**src/rtl/io_pkg.sv**
```systemverilog
// Shared definitions for the memory-mapped IO blocks: register offsets,
// STATUS word layout and the UART transmitter state encoding.
package io_pkg;

  // Word register offsets (CPU address bits [3:2] within the IO window)
  localparam logic [1:0] REG_TXDATA = 2'd0;
  localparam logic [1:0] REG_STATUS = 2'd1;

  // STATUS write bit that clears the sticky overflow flag
  localparam int unsigned STAT_OVF_CLR_BIT = 3;

  // Transmitter FSM encoding
  localparam logic [1:0] ST_IDLE  = 2'd0;
  localparam logic [1:0] ST_START = 2'd1;
  localparam logic [1:0] ST_DATA  = 2'd2;
  localparam logic [1:0] ST_STOP  = 2'd3;

  localparam int unsigned BAUD_W   = 16;
  localparam int unsigned DATA_W   = 8;
  localparam int unsigned BITCNT_W = 3;
  localparam int unsigned STAT_CNT_W = 5;

  // STATUS register image; field order fixes the bit positions (busy = bit0)
  typedef struct packed {
    logic [22:0]           rsvd;
    logic [STAT_CNT_W-1:0] count;
    logic                  ovf;
    logic                  empty;
    logic                  full;
    logic                  busy;
  } status_t;

endpackage

```
**src/rtl/sync_fifo.sv**
```systemverilog
// Single-clock FIFO with registered pointers and occupancy count.
// A push into a full FIFO is accepted only when a pop happens on the same edge.
module sync_fifo #(
  parameter int unsigned WIDTH = 8,
  parameter int unsigned DEPTH = 4
) (
  input  logic                         clk,
  input  logic                         rst_n,
  input  logic                         push,
  input  logic                         pop,
  input  logic [WIDTH-1:0]             din,
  output logic [WIDTH-1:0]             dout,
  output logic                         full,
  output logic                         empty,
  output logic [$clog2(DEPTH+1)-1:0]   count
);

  localparam int unsigned PTR_W = (DEPTH > 1) ? $clog2(DEPTH) : 1;
  localparam int unsigned CNT_W = $clog2(DEPTH + 1);

  logic [WIDTH-1:0] mem_q [DEPTH];
  logic [PTR_W-1:0] wr_ptr_q, wr_ptr_d;
  logic [PTR_W-1:0] rd_ptr_q, rd_ptr_d;
  logic [CNT_W-1:0] count_q, count_d;
  logic             push_ok;
  logic             pop_ok;

  assign full    = (count_q == CNT_W'(DEPTH));
  assign empty   = (count_q == '0);
  assign count   = count_q;
  assign dout    = mem_q[rd_ptr_q];
  assign pop_ok  = pop && !empty;
  assign push_ok = push && (!full || pop_ok);

  // Pointer and occupancy update; pointers wrap naturally (DEPTH is a power of two)
  always_comb begin
    wr_ptr_d = wr_ptr_q;
    rd_ptr_d = rd_ptr_q;
    count_d  = count_q;
    if (push_ok) wr_ptr_d = wr_ptr_q + PTR_W'(1);
    if (pop_ok)  rd_ptr_d = rd_ptr_q + PTR_W'(1);
    case ({push_ok, pop_ok})
      2'b10:   count_d = count_q + CNT_W'(1);
      2'b01:   count_d = count_q - CNT_W'(1);
      default: count_d = count_q;
    endcase
  end

  // Pointer/count registers with synchronous reset
  always_ff @(posedge clk) begin
    if (!rst_n) begin
      wr_ptr_q <= '0;
      rd_ptr_q <= '0;
      count_q  <= '0;
    end else begin
      wr_ptr_q <= wr_ptr_d;
      rd_ptr_q <= rd_ptr_d;
      count_q  <= count_d;
    end
  end

  // Storage array; contents are don't-care while the FIFO is empty
  always_ff @(posedge clk) begin
    if (push_ok) mem_q[wr_ptr_q] <= din;
  end

endmodule

```
**src/rtl/uart_tx_io.sv**
```systemverilog
// Memory-mapped UART transmitter: TXDATA pushes bytes into a small FIFO,
// STATUS reports busy/full/empty/overflow/count, and an 8N1 serialiser
// drains the FIFO back to back with no idle gap between frames.
module uart_tx_io
  import io_pkg::*;
#(
  parameter int unsigned CLKS_PER_BIT = 868,
  parameter int unsigned FIFO_DEPTH   = 4
) (
  input  logic        clk,
  input  logic        rst_n,
  input  logic        io_wr,
  input  logic [1:0]  reg_sel,
  input  logic [31:0] wr_dat,
  output logic [31:0] rd_io_dat,
  output logic        uart_tx
);

  localparam int unsigned CNT_W = $clog2(FIFO_DEPTH + 1);

  logic [1:0]          state_q, state_d;
  logic [BAUD_W-1:0]   baud_q, baud_d;
  logic [BITCNT_W-1:0] bit_q, bit_d;
  logic [DATA_W-1:0]   shift_q, shift_d;
  logic                tx_q, tx_d;
  logic                ovf_q, ovf_d;

  logic                fifo_push;
  logic                fifo_pop;
  logic [DATA_W-1:0]   fifo_dout;
  logic                fifo_full;
  logic                fifo_empty;
  logic [CNT_W-1:0]    fifo_count;
  logic                baud_done;
  logic                ovf_clr;
  logic                drop;
  logic                unused_wr_hi;
  status_t             status;

  assign fifo_push    = io_wr && (reg_sel == REG_TXDATA);
  assign ovf_clr      = io_wr && (reg_sel == REG_STATUS) && wr_dat[STAT_OVF_CLR_BIT];
  assign drop         = fifo_push && fifo_full && !fifo_pop;
  assign baud_done    = (baud_q == BAUD_W'(CLKS_PER_BIT - 1));
  assign unused_wr_hi = ^wr_dat[31:8];
  assign uart_tx      = tx_q;

  sync_fifo #(
    .WIDTH (DATA_W),
    .DEPTH (FIFO_DEPTH)
  ) u_fifo (
    .clk   (clk),
    .rst_n (rst_n),
    .push  (fifo_push),
    .pop   (fifo_pop),
    .din   (wr_dat[DATA_W-1:0]),
    .dout  (fifo_dout),
    .full  (fifo_full),
    .empty (fifo_empty),
    .count (fifo_count)
  );

  // Next-state, baud/bit timing, FIFO pop and registered line level
  always_comb begin
    state_d  = state_q;
    baud_d   = baud_q + BAUD_W'(1);
    bit_d    = bit_q;
    shift_d  = shift_q;
    fifo_pop = 1'b0;
    tx_d     = 1'b1;
    ovf_d    = ovf_q;

    case (state_q)
      ST_IDLE: begin
        baud_d = '0;
        if (!fifo_empty) begin
          fifo_pop = 1'b1;
          shift_d  = fifo_dout;
          bit_d    = '0;
          state_d  = ST_START;
        end
      end
      ST_START: begin
        if (baud_done) begin
          baud_d  = '0;
          bit_d   = '0;
          state_d = ST_DATA;
        end
      end
      ST_DATA: begin
        if (baud_done) begin
          baud_d = '0;
          if (bit_q == BITCNT_W'(DATA_W - 1)) begin
            state_d = ST_STOP;
          end else begin
            bit_d   = bit_q + BITCNT_W'(1);
            shift_d = {1'b0, shift_q[DATA_W-1:1]};
          end
        end
      end
      default: begin
        if (baud_done) begin
          baud_d = '0;
          bit_d  = '0;
          if (!fifo_empty) begin
            fifo_pop = 1'b1;
            shift_d  = fifo_dout;
            state_d  = ST_START;
          end else begin
            state_d = ST_IDLE;
          end
        end
      end
    endcase

    // Line level follows the state being entered so it changes on the same edge
    case (state_d)
      ST_START: tx_d = 1'b0;
      ST_DATA:  tx_d = shift_d[0];
      default:  tx_d = 1'b1;
    endcase

    // A drop on the same edge as a clear leaves the flag set
    if (drop)         ovf_d = 1'b1;
    else if (ovf_clr) ovf_d = 1'b0;
  end

  // State and datapath registers with synchronous active-low reset
  always_ff @(posedge clk) begin
    if (!rst_n) begin
      state_q <= ST_IDLE;
      baud_q  <= '0;
      bit_q   <= '0;
      shift_q <= '0;
      tx_q    <= 1'b1;
      ovf_q   <= 1'b0;
    end else begin
      state_q <= state_d;
      baud_q  <= baud_d;
      bit_q   <= bit_d;
      shift_q <= shift_d;
      tx_q    <= tx_d;
      ovf_q   <= ovf_d;
    end
  end

  // Register read mux; reads have no side effects
  always_comb begin
    status       = '0;
    status.busy  = (state_q != ST_IDLE);
    status.full  = fifo_full;
    status.empty = fifo_empty;
    status.ovf   = ovf_q;
    status.count = STAT_CNT_W'(fifo_count);
    rd_io_dat    = '0;
    if (reg_sel == REG_STATUS) rd_io_dat = status;
  end

endmodule
```
**config.mk**
```make
export PLATFORM = sky130hd
export DESIGN_NAME = uart_tx_io
export DESIGN_NICKNAME = d
export VERILOG_FILES = /design/src/rtl/io_pkg.sv /design/src/rtl/sync_fifo.sv /design/src/rtl/uart_tx_io.sv
export SDC_FILE = /design/constraint.sdc
export NUM_CORES = 1
export LEC_CHECK = 0
export CAP_MARGIN = 0
export CORE_MARGIN = 4
export CORE_UTILIZATION = 49
export CTS_BUF_LIST = sky130_fd_sc_hd__clkbuf_4
export CTS_CLUSTER_SIZE = 25
export DETAILED_ROUTE_END_ITERATION = 10
export HOLD_SLACK_MARGIN = 0.03
export PLACE_DENSITY_LB_ADDON = 0.08
export SLEW_MARGIN = 20
export SYNTH_ARGS = -nofsm -noshare
export SYNTH_HDL_FRONTEND = slang
export SYNTH_SLANG_ARGS = --single-unit
```
**constraint.sdc**
```tcl
create_clock -name clk -period 2.9 [get_ports clk]
set_clock_uncertainty 0.2 [all_clocks]
set_input_delay 0.725 -clock clk [delete_from_list [all_inputs] [get_ports clk]]
set_output_delay 0.725 -clock clk [all_outputs]
set_load 0.01 [all_outputs]
```
==> results of run 1 <==
## repair_timing
action                     4_1_cts  5_1_grt
setup endpoints to repair        7        1
gates resized for setup          8        8
pin swaps                        0        2
## worst max-delay path by stage
| stage | from | to | depth (start not counted) |
|---|---|---|---|
| floorplan | baud_q[0] | u_fifo.count[2] | 13 |
| global placement | io_wr | u_fifo.count[2] | 11 |
| detailed placement | reg_sel[0] | rd_io_dat[1] | 5 |
| CTS | baud_q[7] | u_fifo.count[2] | 10 |
| global route | io_wr | u_fifo.count[2] | 11 |
| finish | reg_sel[0] | rd_io_dat[1] | 5 |
## cells by family after synthesis
family	synth area share, %
and+or+nand+nor	18.45
DFF	48.82
buffers and inverters	8.391
AOI/OAI and AO/OA	8.218
muxes	8.322
xor gates and xnor gates	4.369
adders and majority gates	3.329
other	0.1039
## state kept, by name, summed over array words and instances (netlist names), named ones only
| register | count |
|---|---|
| u_fifo.mem_q | 32 |
| baud_q | 16 |
| shift_q | 8 |
| bit_q | 3 |
| u_fifo.count | 3 |
| state_q | 2 |
| u_fifo.rd_ptr_q | 2 |
| u_fifo.wr_ptr_q | 2 |
| ovf_q | 1 |
| uart_tx | 1 |
## metrics by stage
stage / hold WS (ps) / setup slack (ps) / utilization [%] / TNS [ps] / total power [W]
finish: 218.9 / 74.05 / 57.61 / 0 / 0.002835
global route: 232.0 / 8.164 / 57.61 / 0 / 0.003037
CTS: 251.4 / 20.97 / 57.13 / 0 / 0.002866
detailed placement: 230.9 / -237.9 / 55.43 / -1791 / 0.002274
global placement: 221.4 / -252.4 / 55.43 / -1904 / 0.002249
floorplan: 213.7 / 158.7 / - / 0 / 0.001994
## report_power, final
part	internal [W]	leakage (nW)	total [W]	switching, W
sequential	0.00116	0.615	0.00127	0.000108
combinational	0.000501	0.865	0.000972	0.000471
clock	0.000192	0.0655	0.000594	0.000402
total	0.00185	1.55	0.00284	0.000981
## routing by layer
layer | share of wire [%] | vias to the layer above | GRT usage, % | routed length (um)
met2 | 46 | 52 | 26.08 | 3097
met5 | 0 | - | 0 | 0
met1 | 48 | 1130 | 22.66 | 3285
li1 | - | 1229 | - | -
met4 | 1.5 | 0 | 6.137 | 102
met3 | 4.3 | 8 | 4.006 | 288
## placed cells by master, fill, tap and decap left out, types with 3 or more instances in the layout
master	instances
nor4_4	3
and3_1	5
o21a_1	9
mux4_2	8
buf_4	28
clkdlybuf4s50_1	13
clkbuf_4	9
inv_1	13
nand2_1	18
dlygate4sd2_1	7
nand4_1	6
and2_1	15
ha_1	8
xor2_1	14
conb_1	25
dfxtp_1	38
nand2b_1	3
a21boi_0	3
o22ai_1	5
inv_6	3
mux2i_1	12
o21ai_0	5
nor2b_1	8
edfxtp_1	32
nor3_1	9
xnor2_1	4
nor2_1	28
nand3_1	11
## cell type report
type / count / area, um2
repair buffers: 49 / 421.7
inverters: 13 / 48.80
clock inverters: 7 / 61.31
multi-input cells: 233 / 1669
well taps: 99 / 123.9
flip-flops and latches: 72 / 1764
fillers: 684 / 3058
clock buffers: 9 / 67.56
==> results.py, run 1 <==
metrics = {
    "run_status": {
        "status": "completed",
    },
    "drt": {
        "ant_nets": 0,
        "drc": 0,
        "num_vias": 2419,
        "initialDrtViolationCount": 102,
        "dr.pass1.iters": 4,
        "via_per_inst": 5.019,
        "wl_mm": 6.774,
        "avgRoutedWirePerCell_um": 14.05,
    },
    "critical_path": {
        "max_stage_delay_ps": 410,
        "crit_chain": "clkdlybuf4s50_1 -> nor2b_2 -> and2_1 -> and3_1 -> dlygate4sd2_1",
        "reg2reg_from": "baud_q[4]",
        "crit_type": "in2out",
        "required_ps": 1980,
        "rrSetupSlack_ps": 220,
        "arrival_ps": 1900,
        "r2r_end": "u_fifo.count[2]",
        "path_buf_inv": 2,
        "crit_fanout": 2,
        "reg2reg_depth": 10,
        "end_kind": "output pin",
        "cpMaxStageDelayCell": "clkdlybuf4s50_1",
        "worstSetupStartpointType": "input pin",
        "crit_family": "buffers and inverters",
    },
    "timing": {
        "slew_violations": 0,
        "grt_setup_unrepaired": "false",
        "worstMarginPinSlew_ps": 652.2,
        "slew_headroom_pct": 56.19,
        "setup_viol": 0,
        "max_freq_ghz": 0.3539,
        "fin_crit_sh_pct": 97.45,
        "layout_min_cycle_time_ps": 2826,
        "hold_viol_final": 0,
    },
    "cells_and_area": {
        "diodes": 0,
        "finalNetCount": 424,
        "drive_gt1_share_pct": 18.02,
        "finish.instance_area_um2": 4156,
        "final_cells": 482,
        "area_growth_pct": 15.19,
    },
    "cts": {
        "root_buffer": "clkbuf_4",
        "clockBufferDepth": 2,
        "cts_tree": "done",
        "h-tree-depth": 3,
        "clkTransAtPathRegs_ps": 120,
        "cts_setup_buffers": 0,
        "cts_made_buffers": 9,
        "ctsHoldBuffers": 0,
        "cts_num_sinks": 72,
        "clk_latency_ps": 420,
    },
    "worst_hold_path": {
        "hp-class": "reg2reg",
        "worst_hold_startpoint": "baud_q[0]",
        "holdPathEnd": "baud_q[0]",
        "whs_path_depth": 1,
    },
    "floorplanning": {
        "die-area_um2": 8801,
        "initial_utilization_pct": 50.02,
        "io_pins": 70,
        "fp.coreArea_um2": 7214,
        "die_h_um": 93.82,
        "die_w_um": 93.82,
        "rows": 31,
    },
    "logic_synthesis": {
        "synth.area.top_cells": "edfxtp_1 (27%), dfxtp_1 (22%), buf_4 (5.6%)",
        "synth.top_cell.area_share_pct": 26.63,
        "synth_edf_count": 32,
        "ys.flop_type": "dfxtp_1",
        "synth_area_leader_cell": "edfxtp_1",
        "ys_seq_area_share_pct": 48.82,
        "post_synth_num_cell_types": 56,
        "async_flop_share_pct": 0,
        "synthCells": 333,
        "synth.most_common_cell": "dfxtp_1",
        "ys_top_cells_by_count": "dfxtp_1 (40), edfxtp_1 (32), nor2_1 (28), buf_4 (27), nand2_1 (18)",
        "ys_ff_latch": 72,
        "synth_area_per_cell_um2": 10.84,
        "yosys_warnings": 0,
        "synthesis.area_um2": 3608,
    },
    "place": {
        "placed_cells": 466,
        "gp_congestion": 0.7999,
        "dpl_cell_area_um2": 3999,
        "io_buffers": 20,
        "dp_hpwl_mm": 4.985,
    },
    "power_and_ir_drop": {
        "cellLeakagePower_nw": 1.546,
        "ir_drop_v": 0.0002905,
        "power_density_nw_per_um2": 682.1,
    },
    "grt": {
        "grt_use_total_pct": 16.73,
        "grt_pass1_wl_mm": 11.39,
        "grt_max_degree": 20,
        "antenna_found_initial": 0,
        "grt_remaining_overflow": 0,
        "grt_pass1_vias": 2330,
    },
    "job": {
        "maxCapViolCount": 0,
    },
}
Note: power is estimated with default switching activity, not from simulation.
==> run 2, diff against run 1 <==
CORE_UTILIZATION = 48   (was 49)
SYNTH_HIERARCHICAL = 1   (was unset)
==> results.py, run 2 <==
metrics = {
    "critical_path": {
        "crit_fanout": 4,
        "worstSetupStartpointType": "flop",
        "cp_common_cell": "inv_2",
        "required_ps": 3040,
        "max_stage_delay_ps": 350,
        "path_buf_inv": 2,
        "cpMaxStageDelayCell": "and4bb_4",
        "end_kind": "flop",
        "crit_chain": "and4bb_4 -> and4_4 -> nand3_4 -> a21oi_4 -> inv_2 -> nor2_4 -> ha_4 -> inv_2 -> fa_2 -> xor2_1 -> or3_1 -> a21boi_1",
        "crit_type": "reg2reg",
        "arrival_ps": 2920,
        "crit_family": "simple AND/OR/NAND/NOR gates",
    },
    "cells_and_area": {
        "mostFrequentLayoutCells": "buf_4 (38), dfxtp_1 (35), edfxtp_1 (32)",
        "area_growth_pct": 19.91,
        "mostFrequentLayoutCell": "buf_4",
        "fillers": 636,
        "reg_top3": "u_fifo/mem_q x32, baud_q x16, shift_q x8",
        "fin_util_pct": 59.22,
        "drive_gt1_share_pct": 25.58,
        "largest-register": "u_fifo/mem_q",
        "largest_reg_flops": 32,
        "final_cells": 486,
        "diodes": 0,
        "finalNetCount": 428,
    },
    "logic_synthesis": {
        "yosys_warnings": 6,
        "post_synth_num_cell_types": 49,
        "synth.area.top_cells": "edfxtp_1 (27%), dfxtp_1 (22%), buf_4 (5.2%)",
        "synth.most_common_cell": "dfxtp_1",
        "ys.flop_type": "dfxtp_1",
        "synthXorXnorAreaFrac_pct": 3.912,
        "synth_area_leader_cell": "edfxtp_1",
        "synth_edf_count": 32,
        "synth.top_cell.area_share_pct": 26.83,
        "async_flop_share_pct": 0,
        "ys_top_cells_by_count": "dfxtp_1 (40), edfxtp_1 (32), nor2_1 (30), buf_4 (25), nand3_1 (17)",
        "synth_area_per_cell_um2": 11.09,
        "muxShareOfSynthArea_pct": 8.662,
        "ys_ff_latch": 72,
        "synth_compound_area_share_pct": 9.221,
        "synth_top_family_by_area": "simple AND/OR/NAND/NOR gates",
        "ys_seq_area_share_pct": 49.18,
        "synth_fa_ha_area_share_pct": 3.353,
        "synthesis.area_um2": 3582,
        "synthCells": 323,
        "synth-simple-area-share_pct": 17.53,
    },
    "place": {
        "dp_hpwl_mm": 4.673,
        "io_buffers": 20,
        "placed_cells": 463,
        "dp_slack_ps": -149.9,
        "gp_congestion": 0.7657,
    },
    "floorplanning": {
        "rows": 31,
        "die_w_um": 94.39,
        "io_pins": 70,
        "die_h_um": 94.39,
        "fp.coreArea_um2": 7253,
        "die-area_um2": 8909,
        "initial_utilization_pct": 49.39,
    },
    "power_and_ir_drop": {
        "clkPwrFrac_pct": 28.7,
        "ir_drop_v": 0.0004218,
        "power_density_nw_per_um2": 439.1,
        "seq_power_share_pct": 58.5,
        "swShare_pct": 25.75,
        "cellLeakagePower_nw": 1.631,
        "combPwrFrac_pct": 12.8,
        "switchingPower_w": 0.0004857,
        "p_int_w": 0.001400,
    },
    "timing": {
        "max_freq_ghz": 0.3601,
        "timing.setup.tns_ps": 0,
        "grt_setup_unrepaired": "true",
        "worstMarginPinSlew_ps": 531.0,
        "slew_violations": 0,
        "fin_crit_sh_pct": 95.75,
        "slew_headroom_pct": 64.33,
        "setup_viol": 0,
        "layout_min_cycle_time_ps": 2777,
        "hold_ws_ps": 293.2,
        "setup_ws_ps": 123.4,
        "hold_viol_final": 0,
    },
    "drt": {
        "dr.pass1.iters": 4,
        "via_per_inst": 5.068,
        "num_vias": 2463,
        "initialDrtViolationCount": 125,
        "wl_mm": 6.610,
        "ant_nets": 0,
        "drc": 0,
        "avgRoutedWirePerCell_um": 13.60,
    },
    "run_status": {
        "status": "completed",
    },
    "worst_hold_path": {
        "hp-class": "reg2reg",
    },
    "cts": {
        "cts_made_buffers": 9,
        "cts_num_sinks": 72,
        "clockBufferDepth": 2,
        "ctsHoldBuffers": 0,
        "h-tree-depth": 3,
        "cts_tree": "done",
        "clk_latency_ps": 410,
        "root_buffer": "clkbuf_4",
        "clkTransAtPathRegs_ps": 130,
    },
    "grt": {
        "grt_use_total_pct": 16.17,
        "grt_max_degree": 22,
        "grt_remaining_overflow": 0,
        "antenna_found_initial": 0,
        "grt_pass1_wl_mm": 11.20,
        "grt_pass1_vias": 2402,
    },
    "job": {
        "maxCapViolCount": 0,
    },
}
[run 2: cell count changes in the layout (fill, tap and decap cells not counted), sizes merged, moves of 5 or more]
cell	change
a21oi	+7
nand3	+5
o21a	-8
buf	+13
o221a	+6
a21boi	+9
inv	-7
nand2	-5
[run 2: logic make-up (layout without fill, tap and decap cells)]
kind of cell    Yosys count  count (layout)
simple gates            112             112
compound gates           44              44
mux                      21              21
xor+xnor                 16              16
fa+ha+maj                 9               9
buf+inv                  48              88
other cells               1              25
flops                    72              72
[run 2: worst paths after layout]
check | to | from | cells after the start | slack, ps
setup / recovery | u_fifo/count[2] | baud_q[13] | 12 | 120
hold / removal | ovf_q | ovf_q | 2 | 290
setup reg to reg | u_fifo/count[2] | baud_q[13] | 12 | 120
hold reg to reg | ovf_q | ovf_q | 2 | 290
[run 2: power groups by stage]
stage / Combinational, W / Sequential [W] / Clock (W)
6_report: 0.000241 / 0.00110 / 0.000542
5_1_grt: 0.000272 / 0.00111 / 0.000604
4_1_cts: 0.000235 / 0.00110 / 0.000566
3_5_place_dp: 0.000228 / 0.00113 / 0
3_3_place_gp: 0.000225 / 0.00113 / 0
2_1_floorplan: 0.000181 / 0.00112 / 0
[run 2: layer usage]
metal	part of all wire, %	wire (um)	global-route usage, %
met1	48	3185	21.86
met4	1.2	82	6.498
met3	3.8	252	3.108
met2	47	3089	25.65
met5	0	0	0
[run 2: layout make-up]
cell class,instances,area (um2),share of cell area (%)
Sequential cell,72,1770,41.22
Multi-Input combinational cell,227,1694,39.44
Inverter,10,37.54,0.8739
Tap cell,99,123.9,2.884
Clock inverter,4,22.52,0.5243
Clock buffer,12,90.09,2.097
Timing Repair Buffer,62,556.8,12.96
[run 2: worst reg2reg max path: stages (launching register included)]
cell and delay, ps:
dfxtp_1 330, and4bb_4 350, and4_4 250, nand3_4 80, a21oi_4 150, inv_2 70, nor2_4 150, ha_4 150
inv_2 40, fa_2 340, xor2_1 150, or3_1 310, a21boi_1 120
[run 2: through the flow]
stage / power (W) / area [um2]
floorplan: 0.001304 / 3696
global placement: 0.001351 / 4083
detailed placement: 0.001355 / 4083
CTS: 0.001904 / 4235
global route: 0.001982 / 4295
finish: 0.001886 / 4295
[run 2: repair_timing]
item / in CTS / in global routing
resized for setup: 12 / 10
pin swaps: 5 / 9
hold endpoints to repair: 0 / 0
setup buffers: 4 / 3
endpoints found under the setup margin: 8 / 2
